==> src/rtl/fb_scanout_pkg.sv <==
// Shared timing defaults and pixel/sync types for the framebuffer scanout path.
// Defaults describe 640x480@60 VGA with an RGB444 framebuffer.
package fb_pkg;

  localparam int FB_WIDTH = 12;
  localparam int FB_ADDRW = 19;

  localparam int H_ACTIVE_DFLT = 640;
  localparam int H_FP_DFLT     = 16;
  localparam int H_SYNC_DFLT   = 96;
  localparam int H_BP_DFLT     = 48;
  localparam int V_ACTIVE_DFLT = 480;
  localparam int V_FP_DFLT     = 10;
  localparam int V_SYNC_DFLT   = 2;
  localparam int V_BP_DFLT     = 33;

  localparam int H_TOTAL   = H_ACTIVE_DFLT + H_FP_DFLT + H_SYNC_DFLT + H_BP_DFLT;
  localparam int V_TOTAL   = V_ACTIVE_DFLT + V_FP_DFLT + V_SYNC_DFLT + V_BP_DFLT;
  localparam int FB_PIXELS = H_ACTIVE_DFLT * V_ACTIVE_DFLT;

  typedef struct packed {
    logic [3:0] r;
    logic [3:0] g;
    logic [3:0] b;
  } rgb444_t;

  typedef logic [FB_ADDRW-1:0] fb_addr_t;

  // Sync/DE flags travel as "asserted" booleans; polarity is applied at the pins.
  typedef struct packed {
    logic de;
    logic hs;
    logic vs;
  } sync_t;

endpackage

==> src/rtl/fb_scanout_if.sv <==
// Framebuffer read port plus the double-buffer flip handshake.
// master = scanout side, slave = RAM / frame producer side.
interface fb_scanout_if #(
  parameter int WIDTH = fb_pkg::FB_WIDTH,
  parameter int ADDRW = fb_pkg::FB_ADDRW
);
  logic [ADDRW-1:0] rdaddress;
  logic [WIDTH-1:0] q;
  logic             flip_req;
  logic [ADDRW-1:0] flip_base;
  logic             flip_ack;

  modport master (output rdaddress, flip_ack, input q, flip_req, flip_base);
  modport slave  (input rdaddress, flip_ack, output q, flip_req, flip_base);
endinterface

==> src/rtl/fb_scanout_timing.sv <==
// Stage-0 raster counters for VGA timing: raw sync/DE flags and frame markers.
// frame_end marks the very last clock of a frame (last column of last line).
module vga_timing import fb_pkg::*; #(
  parameter int H_ACTIVE = H_ACTIVE_DFLT,
  parameter int H_FP     = H_FP_DFLT,
  parameter int H_SYNC   = H_SYNC_DFLT,
  parameter int H_BP     = H_BP_DFLT,
  parameter int V_ACTIVE = V_ACTIVE_DFLT,
  parameter int V_FP     = V_FP_DFLT,
  parameter int V_SYNC   = V_SYNC_DFLT,
  parameter int V_BP     = V_BP_DFLT
) (
  input  logic  clock,
  input  logic  reset_n,
  output sync_t sync,
  output logic  frame_start,
  output logic  frame_end
);
  localparam int HT = H_ACTIVE + H_FP + H_SYNC + H_BP;
  localparam int VT = V_ACTIVE + V_FP + V_SYNC + V_BP;
  localparam int HW = $clog2(HT);
  localparam int VW = $clog2(VT);

  localparam logic [HW-1:0] H_LAST = HW'(HT - 1);
  localparam logic [HW-1:0] H_VIS  = HW'(H_ACTIVE);
  localparam logic [HW-1:0] HS_BEG = HW'(H_ACTIVE + H_FP);
  localparam logic [HW-1:0] HS_END = HW'(H_ACTIVE + H_FP + H_SYNC);
  localparam logic [VW-1:0] V_LAST = VW'(VT - 1);
  localparam logic [VW-1:0] V_VIS  = VW'(V_ACTIVE);
  localparam logic [VW-1:0] VS_BEG = VW'(V_ACTIVE + V_FP);
  localparam logic [VW-1:0] VS_END = VW'(V_ACTIVE + V_FP + V_SYNC);

  logic [HW-1:0] hcnt_q, hcnt_d;
  logic [VW-1:0] vcnt_q, vcnt_d;
  logic          h_last, v_last;

  always_comb begin
    h_last = (hcnt_q == H_LAST);
    v_last = (vcnt_q == V_LAST);
    hcnt_d = h_last ? '0 : hcnt_q + HW'(1);
    vcnt_d = vcnt_q;
    if (h_last) vcnt_d = v_last ? '0 : vcnt_q + VW'(1);

    sync.de     = (hcnt_q < H_VIS) && (vcnt_q < V_VIS);
    sync.hs     = (hcnt_q >= HS_BEG) && (hcnt_q < HS_END);
    sync.vs     = (vcnt_q >= VS_BEG) && (vcnt_q < VS_END);
    frame_start = (hcnt_q == '0) && (vcnt_q == '0);
    frame_end   = h_last && v_last;
  end

  always_ff @(posedge clock) begin
    if (!reset_n) begin
      hcnt_q <= '0;
      vcnt_q <= '0;
    end else begin
      hcnt_q <= hcnt_d;
      vcnt_q <= vcnt_d;
    end
  end

endmodule

==> src/rtl/fb_scanout.sv <==
// Framebuffer scanout: incremental read addressing, frame-boundary page flip,
// and sync/DE delay so pins carry RAM data aligned with timing.
module fb_scanout import fb_pkg::*; #(
  parameter int WIDTH    = FB_WIDTH,
  parameter int ADDRW    = FB_ADDRW,
  parameter int H_ACTIVE = H_ACTIVE_DFLT,
  parameter int H_FP     = H_FP_DFLT,
  parameter int H_SYNC   = H_SYNC_DFLT,
  parameter int H_BP     = H_BP_DFLT,
  parameter int V_ACTIVE = V_ACTIVE_DFLT,
  parameter int V_FP     = V_FP_DFLT,
  parameter int V_SYNC   = V_SYNC_DFLT,
  parameter int V_BP     = V_BP_DFLT,
  parameter int RD_LAT   = 1,
  parameter bit SYNC_POL = 1'b0
) (
  input  logic               clock,
  input  logic               reset_n,
  fb_scanout_if.master       bus,
  output logic               frame_start,
  output logic [3:0]         vga_r,
  output logic [3:0]         vga_g,
  output logic [3:0]         vga_b,
  output logic               vga_hs,
  output logic               vga_vs,
  output logic               vga_de
);
  // Address register is one stage, RAM adds RD_LAT more.
  localparam int STAGES = RD_LAT + 1;

  sync_t s0;
  logic  fs_raw, frame_end;

  vga_timing #(
    .H_ACTIVE(H_ACTIVE), .H_FP(H_FP), .H_SYNC(H_SYNC), .H_BP(H_BP),
    .V_ACTIVE(V_ACTIVE), .V_FP(V_FP), .V_SYNC(V_SYNC), .V_BP(V_BP)
  ) u_timing (
    .clock       (clock),
    .reset_n     (reset_n),
    .sync        (s0),
    .frame_start (fs_raw),
    .frame_end   (frame_end)
  );

  logic [ADDRW-1:0]   base_q, base_d;
  logic [ADDRW-1:0]   pix_idx_q, pix_idx_d;
  logic [ADDRW-1:0]   rdaddress_q, rdaddress_d;
  sync_t [STAGES:1]   sync_pipe_q, sync_pipe_d;
  rgb444_t            rgb_q, rgb_d;
  logic               de_q, de_d, hs_q, hs_d, vs_q, vs_d;
  logic               flip_take;
  logic [WIDTH-1:0]   pix;

  assign pix = bus.q;

  always_comb begin
    // The base only ever moves on the last clock of a frame, so a frame never tears.
    flip_take = frame_end & bus.flip_req;
    base_d    = flip_take ? bus.flip_base : base_q;

    pix_idx_d   = pix_idx_q;
    rdaddress_d = rdaddress_q;
    if (s0.de) begin
      rdaddress_d = base_q + pix_idx_q;
      pix_idx_d   = pix_idx_q + ADDRW'(1);
    end
    if (frame_end) pix_idx_d = '0;

    sync_pipe_d[1] = s0;
    for (int i = 2; i <= STAGES; i++) sync_pipe_d[i] = sync_pipe_q[i-1];

    de_d  = sync_pipe_q[STAGES].de;
    hs_d  = sync_pipe_q[STAGES].hs ? SYNC_POL : ~SYNC_POL;
    vs_d  = sync_pipe_q[STAGES].vs ? SYNC_POL : ~SYNC_POL;
    rgb_d = sync_pipe_q[STAGES].de ? rgb444_t'(pix) : '0;
  end

  always_ff @(posedge clock) begin
    if (!reset_n) begin
      base_q      <= '0;
      pix_idx_q   <= '0;
      rdaddress_q <= '0;
      sync_pipe_q <= '0;
      de_q        <= 1'b0;
      hs_q        <= ~SYNC_POL;
      vs_q        <= ~SYNC_POL;
      rgb_q       <= '0;
    end else begin
      base_q      <= base_d;
      pix_idx_q   <= pix_idx_d;
      rdaddress_q <= rdaddress_d;
      sync_pipe_q <= sync_pipe_d;
      de_q        <= de_d;
      hs_q        <= hs_d;
      vs_q        <= vs_d;
      rgb_q       <= rgb_d;
    end
  end

  assign bus.rdaddress = rdaddress_q;
  assign bus.flip_ack  = flip_take;
  assign frame_start   = fs_raw & reset_n;
  assign vga_r         = rgb_q.r;
  assign vga_g         = rgb_q.g;
  assign vga_b         = rgb_q.b;
  assign vga_hs        = hs_q;
  assign vga_vs        = vs_q;
  assign vga_de        = de_q;

endmodule

==> src/flat_wrapper.sv <==
// flat-port wrapper written by rule: the top's interface ports become plain ports
module fb_scanout_flat import fb_pkg::*;
#(
  parameter int WIDTH    = FB_WIDTH,
  parameter int ADDRW    = FB_ADDRW,
  parameter int H_ACTIVE = H_ACTIVE_DFLT,
  parameter int H_FP     = H_FP_DFLT,
  parameter int H_SYNC   = H_SYNC_DFLT,
  parameter int H_BP     = H_BP_DFLT,
  parameter int V_ACTIVE = V_ACTIVE_DFLT,
  parameter int V_FP     = V_FP_DFLT,
  parameter int V_SYNC   = V_SYNC_DFLT,
  parameter int V_BP     = V_BP_DFLT,
  parameter int RD_LAT   = 1,
  parameter bit SYNC_POL = 1'b0
)
  (clock, reset_n, frame_start, vga_r, vga_g, vga_b, vga_hs, vga_vs, vga_de, bus_rdaddress, bus_flip_ack, bus_q, bus_flip_req, bus_flip_base);
  fb_scanout_if #(.WIDTH(WIDTH), .ADDRW(ADDRW)) bus_i ();
  input  logic clock;
  input  logic reset_n;
  output logic frame_start;
  output logic [3:0] vga_r;
  output logic [3:0] vga_g;
  output logic [3:0] vga_b;
  output logic vga_hs;
  output logic vga_vs;
  output logic vga_de;
  output wire logic [$bits(bus_i.rdaddress)-1:0] bus_rdaddress;
  output wire logic [$bits(bus_i.flip_ack)-1:0] bus_flip_ack;
  input wire logic [$bits(bus_i.q)-1:0] bus_q;
  input wire logic [$bits(bus_i.flip_req)-1:0] bus_flip_req;
  input wire logic [$bits(bus_i.flip_base)-1:0] bus_flip_base;
  assign bus_rdaddress = bus_i.rdaddress;
  assign bus_flip_ack = bus_i.flip_ack;
  assign bus_i.q = bus_q;
  assign bus_i.flip_req = bus_flip_req;
  assign bus_i.flip_base = bus_flip_base;
  fb_scanout #(.WIDTH(WIDTH), .ADDRW(ADDRW), .H_ACTIVE(H_ACTIVE), .H_FP(H_FP), .H_SYNC(H_SYNC), .H_BP(H_BP), .V_ACTIVE(V_ACTIVE), .V_FP(V_FP), .V_SYNC(V_SYNC), .V_BP(V_BP), .RD_LAT(RD_LAT), .SYNC_POL(SYNC_POL)) u_core (.clock(clock), .reset_n(reset_n), .bus(bus_i), .frame_start(frame_start), .vga_r(vga_r), .vga_g(vga_g), .vga_b(vga_b), .vga_hs(vga_hs), .vga_vs(vga_vs), .vga_de(vga_de));
endmodule
==> config.mk <==
export PLATFORM = sky130hd
export DESIGN_NAME = fb_scanout_flat
export DESIGN_NICKNAME = d
export VERILOG_FILES = /design/src/rtl/fb_scanout_pkg.sv /design/src/rtl/fb_scanout_if.sv /design/src/rtl/fb_scanout_timing.sv /design/src/rtl/fb_scanout.sv /design/src/flat_wrapper.sv
export SDC_FILE = /design/constraint.sdc
export NUM_CORES = 1
export LEC_CHECK = 0
export CORE_ASPECT_RATIO = 1.1
export CORE_MARGIN = 5
export CORE_UTILIZATION = 56
export CTS_BUF_LIST = sky130_fd_sc_hd__clkbuf_4
export CTS_CLUSTER_SIZE = 40
export DETAILED_ROUTE_END_ITERATION = 8
export HOLD_SLACK_MARGIN = 0.03
export PLACE_DENSITY = 0.92
export SYNTH_ARGS = -nofsm -noshare
export SYNTH_HDL_FRONTEND = slang
export SYNTH_SLANG_ARGS = --single-unit
==> constraint.sdc <==
create_clock -name clock -period 3.35 [get_ports clock]
set_clock_uncertainty 0.1 [all_clocks]
set_input_delay 0.67 -clock clock [delete_from_list [all_inputs] [get_ports clock]]
set_output_delay 0.67 -clock clock [all_outputs]
set_load 0.1 [all_outputs]
* Word level (Yosys, flattened, before mapping)
Cells that the tools add are included.
Storage, ports and cells: flip-flop bits (word level) 98, input bits 34, output and inout port bits 36, logic and storage cells 45
Cells by class: add/subtract/negate cells 4, magnitude comparators 6, equal/unequal tests 2, muxes and demuxes 3, bitwise operators 3, reductions and logical operators 10
Operators by type and width (count):
- adder 10 x 1 -> 10 bit, second input constant | 2
- equality test 10 bit, second input constant | 2
- zero test 10 bit | 2
- < comparator 10 bit, second input constant | 2
- < comparator 10 x 9 -> 1 bit, second input constant | 2
- adder 19 x 1 -> 19 bit, second input constant | 1
- adder 19 bit | 1
- >= comparator 10 bit, second input constant | 1
- >= comparator 10 x 9 -> 1 bit, second input constant | 1
- two-way mux 10 bit | 1
- logical AND 1 bit | 5
- OR reduction 2 bit | 2
- AND 1 bit | 2
- two-way mux 1 bit | 2
- AND reduction 2 bit | 1
- NOT 1 bit | 1

* Depth between registers and ports, before layout
depth in word-level cells 3, mapped depth 9, gate-level depth less buffers 9

* By module
A second synthesis with hierarchy kept.
Second synthesis, totals: cells, all modules 529, area total of the unflattened synthesis 4713.3 um^2
Modules (own cells, without submodules):
- fb_scanout | instances 1, cells each 407, area an instance 3621.0 um^2, sequential area each 1561.5 um^2
- vga_timing | instances 1, cells each 122, area an instance 1092.3 um^2, sequential area each 400.4 um^2

* Worst setup path before layout
Ideal clock, no wire load.
kind in2out, from input reset_n, to output frame_start, arrival 4211 ps, required time 2580 ps, slack -1631 ps, stages on the path 5, buffers on the path 0, path through inv_1 > or3_1 > nor4_1 > nand3_1 > nor4_1
Between the ends: cells in the longest elaborated chain, start to end 1
Ends and longest elaborated chain:
- start: declaration | line flat_wrapper.sv:20 | input logic reset_n;
- AND 1 bit | line fb_scanout.sv:102 | assign frame_start = fs_raw & reset_n;
- end: declaration | line flat_wrapper.sv:21 | output logic frame_start;
Every way passes these cells.

* Worst setup path in the final report
Ends and elaborated chain as after synthesis.

==> impl_metrics.yaml <==
outcome:
  status: "complete, no violations"
power_and_ir_drop:
  power_switching_w: 0.000570
  power.share.sequential_pct: 59.6
  p_leak_nw: 2.45
  pwr-share-comb_pct: 8.7
  pwr-share-clk_pct: 31.7
  powerDensity_nw_per_um2: 366
  p_int_w: 0.00143
  netSwitchingFraction_pct: 28.5
  ir_drop_uv: 256
clock_network:
  cts.hold.buffers_added: 0
  clkLatencyLatePin_ps: 480
  clockRootBuffer: "clkbuf_4"
  clock_sinks: 98
  htreeDepth: 3
  numCtsBuffers: 9
  cts_resized: 0
  cts_tree: "yes"
  path_clk_slew_ps: 170
  cts_buffer_depth: 2
  post_cts_buffers: 0
drt:
  dr.first_iter.drc_count: 235
  postRouteAntennaNets: 0
  drc: 0
  post_drt_wl_per_cell_um: 15.2
  drt-total-wl_um: 10500
  vias_per_cell: 5.81
  firstDrtPassIters: 7
  vias: 4025
cells_and_area:
  syn_to_final_growth_pct: 18.8
  final_common_cell: "dfxtp_1"
  final_cell_mix: "dfxtp_1 (98), nor2_1 (67), buf_4 (42), nand2_1 (39), clkdlybuf4s50_1 (33)"
  fin_nets: 638
  drive_above_1_share_pct: 11.5
  antennaDiodeCount: 0
die:
  die_x_um: 96.5
  rows: 34
  coreArea_um2: 7960
  io_pins: 70
  start_util_pct: 57.9
  die_y_um: 105
  dieArea_um2: 10100
critical_path:
  cp.required_ps: 2580
  cp_max_fo: 2
  crit_arrival_ps: 2490
  crit_family: "simple AND/OR/NAND/NOR gates"
  worstReg2RegStart: "u_core.pix_idx_q[0]$_SDFFE_PP0P_"
  r2r_cells: 9
  crit_path_start_kind: "primary input"
  path_cells: "clkdlybuf4s50_1 -> inv_1 -> or3_1 -> nor4_1 -> nand3_1 -> nor4_4 -> buf_12"
  criticalPathCategory: "primary input to output port"
  slowest_stage: "clkdlybuf4s50_1"
  critPathBufInv: 3
  reg2reg_to: "u_core.bus.rdaddress[12]$_SDFFE_PN0P_"
  cp_slowest_stage_delay_ps: 480
  rrSetupSlack_ps: 540
  cp-end-kind: "output port"
sta:
  hold_viol: 0
  fin_ws_ps: 88.2
  setup_viol: 0
  rsz0062_at_grt: "no"
  fmax_mhz: 307
  finalMaxSlewViolations: 0
  worst_pin_slew_ps: 769
  fin_crit_sh_pct: 97.4
  fin_crit_ps: 3260
  setup-tns-final_ps: 0
  max_slew_margin_pct: 48.6
synthesis:
  synth_top_area_share_pct: 42.6
  yosys.area_share.adder_pct: 6.68
  synth_cell_type_count: 56
  synth_ff_type: "dfxtp_1"
  synth_nets: 573
  synth_edf_count: 0
  synthTopCellsByArea: "dfxtp_1 (43%), ha_1 (6.2%), xor2_1 (5.5%), nor2_1 (5.5%), mux2i_1 (4.3%)"
  avgSynthCellArea_um2: 8.95
  postSynthRegisterBits: 98
  ys_warn_count: 0
  synthMuxAreaShare_pct: 4.59
  yosys.area_share.simple_pct: 24.2
  synth_area_um2: 4610
  synthArstFlopShare_pct: 0
  synth_top_family_by_area: "simple AND/OR/NAND/NOR gates"
  synth_compound_area_share_pct: 11.0
  synth_top_area_cell: "dfxtp_1"
  syn_inst: 515
  yosysSeqAreaShare_pct: 42.6
  synth_xor_area_share_pct: 7.22
worst_hold_path:
  hold_start: "u_core.sync_pipe_q[4]$_SDFF_PN0_"
  worstHoldEndpoint: "u_core.vga_hs$_SDFF_PN1_"
  timing.hold.worst.class: "flop to flop"
  whs_path_depth: 1
global_routing:
  gr-total-overflow: 0
  grt_max_degree: 43
  grt_pass1_vias: 3921
  grt_pass1_wl_um: 17700
  grt_usage_pct: 21.6
  antenna_found_initial: 0
place:
  gp_congestion: 0.910
  portBuffers: 69
  place_ws_ps: 98.9
  dp_hpwl_um: 7960
flow_run:
  maxCapViolCount: 0
## synth_stat cells (5+ instances only)
| library cell | instances |
|---|---|
| clkbuf_1 | 15 |
| inv_1 | 14 |
| ha_1 | 23 |
| nand3_1 | 22 |
| nand2b_1 | 6 |
| xor2_1 | 29 |
| o21ai_1 | 5 |
| dfxtp_1 | 98 |
| nor2_1 | 67 |
| xnor2_1 | 9 |
| o21ai_0 | 8 |
| nand2_1 | 39 |
| nand4_1 | 17 |
| and2_1 | 7 |
| a21oi_1 | 19 |
| mux2i_1 | 20 |
| and3_1 | 25 |
| nor3_1 | 12 |
| nor4_1 | 6 |
| o21a_1 | 5 |
| a211oi_1 | 7 |
## metrics by stage
stage                     power (W)  instances  area [µm²]  utilization (%)  hold slack, ps
after floorplan             0.00132        515        4620                -             252
after global placement      0.00138        677        5330             67.0             259
after detailed placement    0.00139        677        5330             67.0             260
after CTS                   0.00201        693        5470             68.8             298
after global routing        0.00208        693        5470             68.8             321
final                       0.00200        693        5470             68.8             295
## sequential cells by signal, indices dropped and copies added (netlist names)
| register | count |
|---|---|
| u_core.base_q | 19 |
| u_core.bus.rdaddress | 19 |
| u_core.pix_idx_q | 19 |
| u_core.u_timing.hcnt_q | 10 |
| u_core.u_timing.vcnt_q | 10 |
| u_core.vga_b | 4 |
| u_core.vga_g | 4 |
| u_core.vga_r | 4 |
| u_core.sync_pipe_d | 3 |
| u_core.sync_pipe_q | 2 |
| u_core.de_d | 1 |
| u_core.vga_de | 1 |
| u_core.vga_hs | 1 |
| u_core.vga_vs | 1 |
## power by group through the flow
| stage | clock network [W] | registers, W | logic [W] |
|---|---|---|---|
| after detailed placement | 0 | 0.00122 | 0.000174 |
| after global placement | 0 | 0.00122 | 0.000169 |
| after global routing | 0.000697 | 0.00120 | 0.000185 |
| final | 0.000635 | 0.00119 | 0.000174 |
| after floorplan | 0 | 0.00126 | 0.0000595 |
| after CTS | 0.000646 | 0.00119 | 0.000175 |
## cell type report
type | instances | area (µm²)
clock buffer | 9 | 67.6
sequential | 98 | 1960
inverter | 15 | 56.3
multi-input combinational | 379 | 2490
tap | 108 | 135
fill | 600 | 2480
timing repair buffer | 77 | 686
clock inverter | 7 | 76.3
## worst max path at each step
stage	start	to	cells after the start
2_1_floorplan	reset_n	frame_start	5
4_1_cts	reset_n	frame_start	7
6_report	reset_n	frame_start	7
3_3_place_gp	reset_n	frame_start	7
3_5_place_dp	reset_n	frame_start	7
5_1_grt	u_core.u_timing.hcnt_q[0]$_SDFF_PP0_	bus_flip_ack	8
## cell families (layout without fill, tap and decap cells)
group           after synthesis  after routing
buf+inv                      38            108
xor+xnor                     38             38
mux                          21             21
simple gates                221            221
compound gates               75             75
fa+ha+maj                    24             24
flops                        98             98
## routing by layer
layer	GRT usage (%)	up-vias	part of all wire, %
met1	26.7	1904	40
li1	-	1945	-
met3	3.67	28	7.2
met4	9.12	0	2.9
met2	36.4	148	50
met5	0	-	0
No activity file was read; power rests on OpenSTA's default activity.
